<file path="src/rtl/tdm_demux1_4.sv">
// Receive-side 1:4 TDM deframer.
// Tracks the slot index of a 1-bit serial stream and collects one bit per slot.
// The four held outputs Y update together, and only when a full frame is complete.
module tdm_demux1_4 #(
    parameter bit          REQUIRE_SYNC = 1'b1,
    parameter int unsigned TIMEOUT      = 255,
    parameter int unsigned CNT_W        = 8
) (
    input  logic             clk,
    input  logic             rst_n,
    input  logic             din,
    input  logic             din_valid,
    input  logic             frame_sync,
    output logic [3:0]       Y,
    output logic [1:0]       slot,
    output logic             locked,
    output logic             frame_done,
    output logic             sync_err,
    output logic [CNT_W-1:0] frame_cnt
);

    localparam int unsigned TMR_W    = (TIMEOUT > 1) ? $clog2(TIMEOUT + 1) : 1;
    localparam int unsigned TMR_LAST = (TIMEOUT > 0) ? TIMEOUT - 1 : 0;

    typedef enum logic {
        UNLOCKED = 1'b0,
        LOCKED   = 1'b1
    } state_t;

    state_t             state;
    state_t             state_nxt;
    logic [2:0]         shadow;
    logic [2:0]         shadow_nxt;
    logic [TMR_W-1:0]   timer;
    logic [TMR_W-1:0]   timer_nxt;
    logic [3:0]         y_nxt;
    logic [1:0]         slot_nxt;
    logic               done_nxt;
    logic               err_nxt;
    logic [CNT_W-1:0]   cnt_nxt;

    // State and output registers; reset clears any partial frame.
    always_ff @(posedge clk or negedge rst_n) begin
        if (!rst_n) begin
            state      <= UNLOCKED;
            shadow     <= 3'b000;
            timer      <= '0;
            Y          <= 4'b0000;
            slot       <= 2'd0;
            locked     <= 1'b0;
            frame_done <= 1'b0;
            sync_err   <= 1'b0;
            frame_cnt  <= '0;
        end else begin
            state      <= state_nxt;
            shadow     <= shadow_nxt;
            timer      <= timer_nxt;
            Y          <= y_nxt;
            slot       <= slot_nxt;
            locked     <= (state_nxt == LOCKED);
            frame_done <= done_nxt;
            sync_err   <= err_nxt;
            frame_cnt  <= cnt_nxt;
        end
    end

    // Next-state: lock acquisition, slot tracking, frame completion and timeout.
    always_comb begin
        state_nxt  = state;
        shadow_nxt = shadow;
        timer_nxt  = timer;
        y_nxt      = Y;
        slot_nxt   = slot;
        done_nxt   = 1'b0;
        err_nxt    = 1'b0;
        cnt_nxt    = frame_cnt;

        case (state)
            UNLOCKED: begin
                timer_nxt = '0;
                if (din_valid && frame_sync) begin
                    shadow_nxt[0] = din;
                    slot_nxt      = 2'd1;
                    state_nxt     = LOCKED;
                end
            end

            LOCKED: begin
                if (din_valid) begin
                    timer_nxt = '0;
                    if (frame_sync && (slot != 2'd0)) begin
                        // Sync arrived early: drop the partial frame and restart at slot 1.
                        err_nxt       = 1'b1;
                        shadow_nxt[0] = din;
                        slot_nxt      = 2'd1;
                    end else if ((slot == 2'd0) && !frame_sync && REQUIRE_SYNC) begin
                        // Missing sync on a frame boundary means alignment is lost.
                        err_nxt   = 1'b1;
                        state_nxt = UNLOCKED;
                        slot_nxt  = 2'd0;
                    end else if (slot != 2'd3) begin
                        shadow_nxt[slot] = din;
                        slot_nxt         = slot + 2'd1;
                    end else begin
                        y_nxt    = {din, shadow};
                        done_nxt = 1'b1;
                        cnt_nxt  = frame_cnt + CNT_W'(1);
                        slot_nxt = 2'd0;
                    end
                end else if (slot == 2'd0) begin
                    timer_nxt = '0;
                end else if (TIMEOUT != 0) begin
                    // Mid-frame stall watchdog.
                    if (timer == TMR_W'(TMR_LAST)) begin
                        err_nxt   = 1'b1;
                        state_nxt = UNLOCKED;
                        slot_nxt  = 2'd0;
                        timer_nxt = '0;
                    end else begin
                        timer_nxt = timer + TMR_W'(1);
                    end
                end
            end

            default: begin
                state_nxt = UNLOCKED;
            end
        endcase
    end

endmodule
</file>
<file path="config.mk">
export PLATFORM = sky130hd
export DESIGN_NAME = tdm_demux1_4
export DESIGN_NICKNAME = d
export VERILOG_FILES = /design/src/rtl/tdm_demux1_4.sv
export SDC_FILE = /design/constraint.sdc
export NUM_CORES = 1
export LEC_CHECK = 0
export BUFFER_PORTS_ARGS = -buffer_cell sky130_fd_sc_hd__buf_4
export CAP_MARGIN = 30
export CORE_MARGIN = 3
export CORE_UTILIZATION = 49
export CTS_CLUSTER_SIZE = 40
export DETAILED_ROUTE_END_ITERATION = 16
export PLACE_DENSITY = 0.75
export SYNTH_ARGS = -nofsm -noshare
export SYNTH_HDL_FRONTEND = slang
export SYNTH_SLANG_ARGS = --single-unit
</file>
<file path="constraint.sdc">
create_clock -name clk -period 1.79 [get_ports clk]
set_clock_uncertainty 0.15 [all_clocks]
set_input_delay 0.0895 -clock clk [delete_from_list [all_inputs] [get_ports clk]]
set_output_delay 0.0895 -clock clk [all_outputs]
set_load 0.03 [all_outputs]
</file>
# == Word level (Yosys, flattened, before mapping) ==
# Cells that the tools add are included.
# totals
register_bits,28
inputBits,5
out_inout_bits,17
wordCells,76
# classes
add_sub_neg,3
n_lt_le_gt_ge,2
n_eq_ne,8
n_mux,39
bitwise,4
reduce_logical,11
# op_table
op,n
$mux W8,3
$mux W1,23
$add A8 B1 Y8 const B,2
$pmux W8 S2,1
$mux W2,7
$reduce_and A5 Y1,2
$eq A8 B8 Y1 const B,1
$ne A2 B2 Y1 const B,3
$ne A3 B3 Y1 const B,2
$logic_and A1 B1 Y1,4
$not A1 Y1,4
$pmux W1 S2,2
$pmux W2 S2,1
$reduce_and A4 Y1,1
$bwmux W3,1
$lt A2 B3 Y1 const B,1
$ne A3 B1 Y1 const B,1
$ne A3 B2 Y1 const B,1
$reduce_and A3 Y1,1
$add A2 B1 Y2 const B,1
$demux W1 S2,1
$ge A2 B1 Y1 const B,1
$logic_not A2 Y1,1
$reduce_bool A2 Y1,1
$logic_not A1 Y1,1

# == Logic depth before layout (Yosys ltp) ==
# depth
ltp_word,10
mapped_depth,8
mapped_depth_nobuf,8

# == Worst setup path after synthesis ==
# OpenSTA, ideal clock, no wires.
# synth_timing
path_kind,flip-flop to flip-flop
start,reg slot[1]
end,reg frame_cnt[5]
setup_ps,80
t_arrival_ps,1927
required_ps,1560
path_slack_ps,-367
stages_incl_launch_ff,9
n_path_buf,1
synth_period_minus_slack_ps,2157
path_cell_list,dfrtp_1 -> inv_1 -> ha_1 -> inv_1 -> ha_1 -> nand4b_1 -> clkbuf_1 -> nor3_1 -> xor2_1
# synth_via
elab_chain_len,4
word_cells_on_any_way,9
classes_between,1 x eq/ne; 3 x bitwise; 5 x reduce/logical
# synth_lines
element,line,rtl
start: declaration,15,"output logic [1:0] slot,"
start signal: assignment,59,slot <= slot_nxt;
$logic_not A2 Y1 or $reduce_bool A2 Y1 (tied branches),"96, 91",
$logic_and A1 B1 Y1 (on tied branches),"96, 91",
$not A1 Y1 (no source line),--,
$reduce_and A5 Y1 (no source line) *,--,
end signal: assignment,63,frame_cnt <= cnt_nxt;
end: declaration,19,output logic [CNT_W-1:0] frame_cnt
# Every way passes the cells marked *; elsewhere a longest branch is shown, timed or not.
# A chain may end at the register's enable or synchronous reset.

# == Worst setup path after layout ==
# layout_timing
start,reg slot[0]
end,reg shadow[1]
# layout_via
elab_chain_len,5
word_cells_on_any_way,14
classes_between,2 x order compare; 1 x eq/ne; 3 x mux; 2 x bitwise; 6 x reduce/logical
# layout_lines
element,line,rtl
$lt A2 B3 Y1 (not written as such) or $ge A2 B1 Y1 (tied branches),102,shadow_nxt[slot] = din;
$logic_and A1 B1 Y1 (not written as such),102,
$mux W1 (not written as such),102,
$demux W1 S2,102,
$bwmux W3,102,
end signal: assignment,56,shadow <= shadow_nxt;
end: declaration,32,logic [2:0] shadow;
# Parallel ways exist; a longest one is shown, timed or not.

==> flow_summary.yaml <==
synthesis:
  ys_types: 36
  ys_seq_area_share_pct: 50.3
  synth_edf_count: 0
  async_reset_ff_share_pct: 100
  synth_nets: 151
  netlist_instances: 135
  synth_warnings: 0
  yosys_register_bits: 28
  synth.avg_cell_area_sq_um: 10.3
  synth_area_sq_mm: 0.00139
  ys.flop_type: "dfrtp_1"
route:
  vias: 1158
  drtAntennaViolNets: 0
  drc: 0
  vias_per_cell: 5.59
  wl_per_cell_um: 15.1
  drt-pass1-iter-count: 4
  first_iter_violations: 43
  wl_um: 3130
sta:
  period_share_pct: 99.9
  slew-limit-headroom_pct: 74.1
  rsz0062_at_grt: "yes"
  slew_viol_final: 0
  hold_viol: 0
  setup_violations: 0
  worst_slew_pin_slew_ps: 387
  hold_ws_ps: 50.3
  fmax_mhz: 559
  period_needed_ps: 1790
  final.setup.tns_ps: 0
setup_path:
  required_ps: 1870
  critPathLaunchType: "register"
  crit_start: "slot[0]"
  crit_arrival_ps: 1870
  setup.worst_path.class: "register to register"
  end_kind: "register"
  r2r_start: "slot[0]"
  r2r_cells: 6
  cp_max_fo: 5
power_and_ir_drop:
  power.density_mw_per_mm2: 1160
  internal_power_uw: 1300
  p_seq_share_pct: 40.8
  combPwrFrac_pct: 46.8
  p_switching_uw: 860
  p_leak_uw: 0.000948
  vdd_drop_max_v: 0.000983
  p_clk_share_pct: 12.4
  switching_share_pct: 39.7
global_routing:
  grt_max_degree: 29
  grt_overflow: 0
  antenna_found_initial: 0
  grt_pass1_wl_um: 5040
  grt_pass1_vias: 1182
  grt_use_total_pct: 18.5
die:
  start_util_pct: 53.8
  core-area_sq_mm: 0.00259
  die_w_um: 59.3
  die_h_um: 59.3
  dieArea_sq_mm: 0.00352
  pin_count: 22
  rows: 18
clock_tree:
  cts_max_level: 1
  root_buffer: "clkbuf_4"
  clock_latency_ps: 330
  cts_made_buffers: 3
  cts_tree: "built"
  clkTransAtPathRegs_ps: 150
  clockBufferDepth: 2
  clock-sinks: 28
placement:
  place_area_sq_mm: 0.00171
  gp_congestion: 0.926
  hpwlAfterDp_um: 2130
  io_buffer_count: 21
  place_inst: 193
worst_hold_path:
  hold_class: "primary input to async pin"
cells_and_area:
  syn2layout_area_growth_pct: 33.8
  fin_cells: 207
  diodes: 0
  final_cell_area_sq_mm: 0.00186
  drive_above_1_share_pct: 36.7
  layout_commonest_cell: "buf_4"
  mostFrequentLayoutCells: "buf_4 (36), dfrtp_1 (26), nand2_1 (24)"
  final_nets: 194
flow_run:
  cap_violations: 0
status:
  status: "finished, final reports clean"
==> flip-flops by register name (all words and copies together), names as in the netlist <==
name / count
shadow: 3
timer: 8
Y: 4
frame_cnt: 8
slot: 2
frame_done: 1
sync_err: 1
state: 1
==> Yosys cell counts, drive strengths merged, types with 2 or more instances <==
master  instances  area share, %
nand2          24            6.5
inv             8            2.2
a211oi          2            1.1
and3            2           0.99
nand3           5            1.8
nor3b           2            1.1
o21ai           3            1.1
nor3            6            2.2
nor2            6            1.6
xor2            5            3.1
a31oi           3            1.3
or3             2           0.99
xnor2           5            3.1
buf             2           0.90
mux2            3            2.4
a21oi           2           0.72
dfrtp          28             50
nand4           3            1.8
ha             11            9.9
==> per-layer routing <==
metal / wire, um / GRT usage (%)
met3: 150 / 2.61
met4: 120 / 5.83
met5: 0 / 0
met2: 1540 / 33.1
met1: 1320 / 22.7
==> area by class of cell <==
type | instances | area, sq um
multi-input cells | 95 | 734
fillers | 186 | 727
flip-flops and latches | 28 | 703
repair buffers | 41 | 323
inverters | 9 | 38.8
well taps | 30 | 37.5
clock buffers | 4 | 26.3
==> critical path, stage by stage (launching register included) <==
cell and delay (ps):
dfrtp_2 430, inv_2 80, ha_4 160, ha_1 250
and4b_1 200, nand2_1 80, mux2_2 330
==> what timing repair did <==
action / in CTS / in global routing
gates cloned: 0 / 0
endpoints found under the hold margin: 35 / 0
pin swaps: 3 / 3
setup buffers: 6 / 1
setup endpoints to repair: 7 / 13
hold buffers: 3 / 0
gates resized for setup: 4 / 6
==> per-stage QoR <==
stage                     setup slack [ps]  utilization (%)  power, uW
after floorplan                      -82.9                -       1430
after global placement                5.68             66.0       1770
after detailed placement             -63.0             66.0       1790
after CTS                            0.474             70.4       2120
after global routing                 -66.7             71.9       2290
final                                 2.51             71.9       2160
==> cells by family (layout without fill, tap and decap cells) <==
| family | after synthesis | count (layout) | synth area share [%] |
|---|---|---|---|
| simple gates | 54 | 54 | 19.3 |
| buf+inv | 12 | 54 | 3.59 |
| xor+xnor | 10 | 10 | 6.29 |
| fa+ha+maj | 11 | 11 | 9.88 |
| compound gates | 17 | 17 | 8.18 |
| flops | 28 | 28 | 50.3 |
| mux | 3 | 3 | 2.43 |
==> final timing paths <==
kind	end	slack, ps
min	frame_done	50
max	shadow[1]	3
min reg2reg	frame_cnt[7]	330
min in group clk	state	70
max reg2reg	shadow[1]	3
max in group asynchronous	slot[1]	1160
==> power groups by stage <==
stage                     Combinational (uW)  Sequential, uW  Clock [uW]
after global placement                   882             884           0
final                                   1010             883         268
after detailed placement                 900             893           0
after floorplan                          335            1090           0
after global routing                    1090             899         299
after CTS                                962             879         274
No activity file was read; power rests on OpenSTA's default activity.
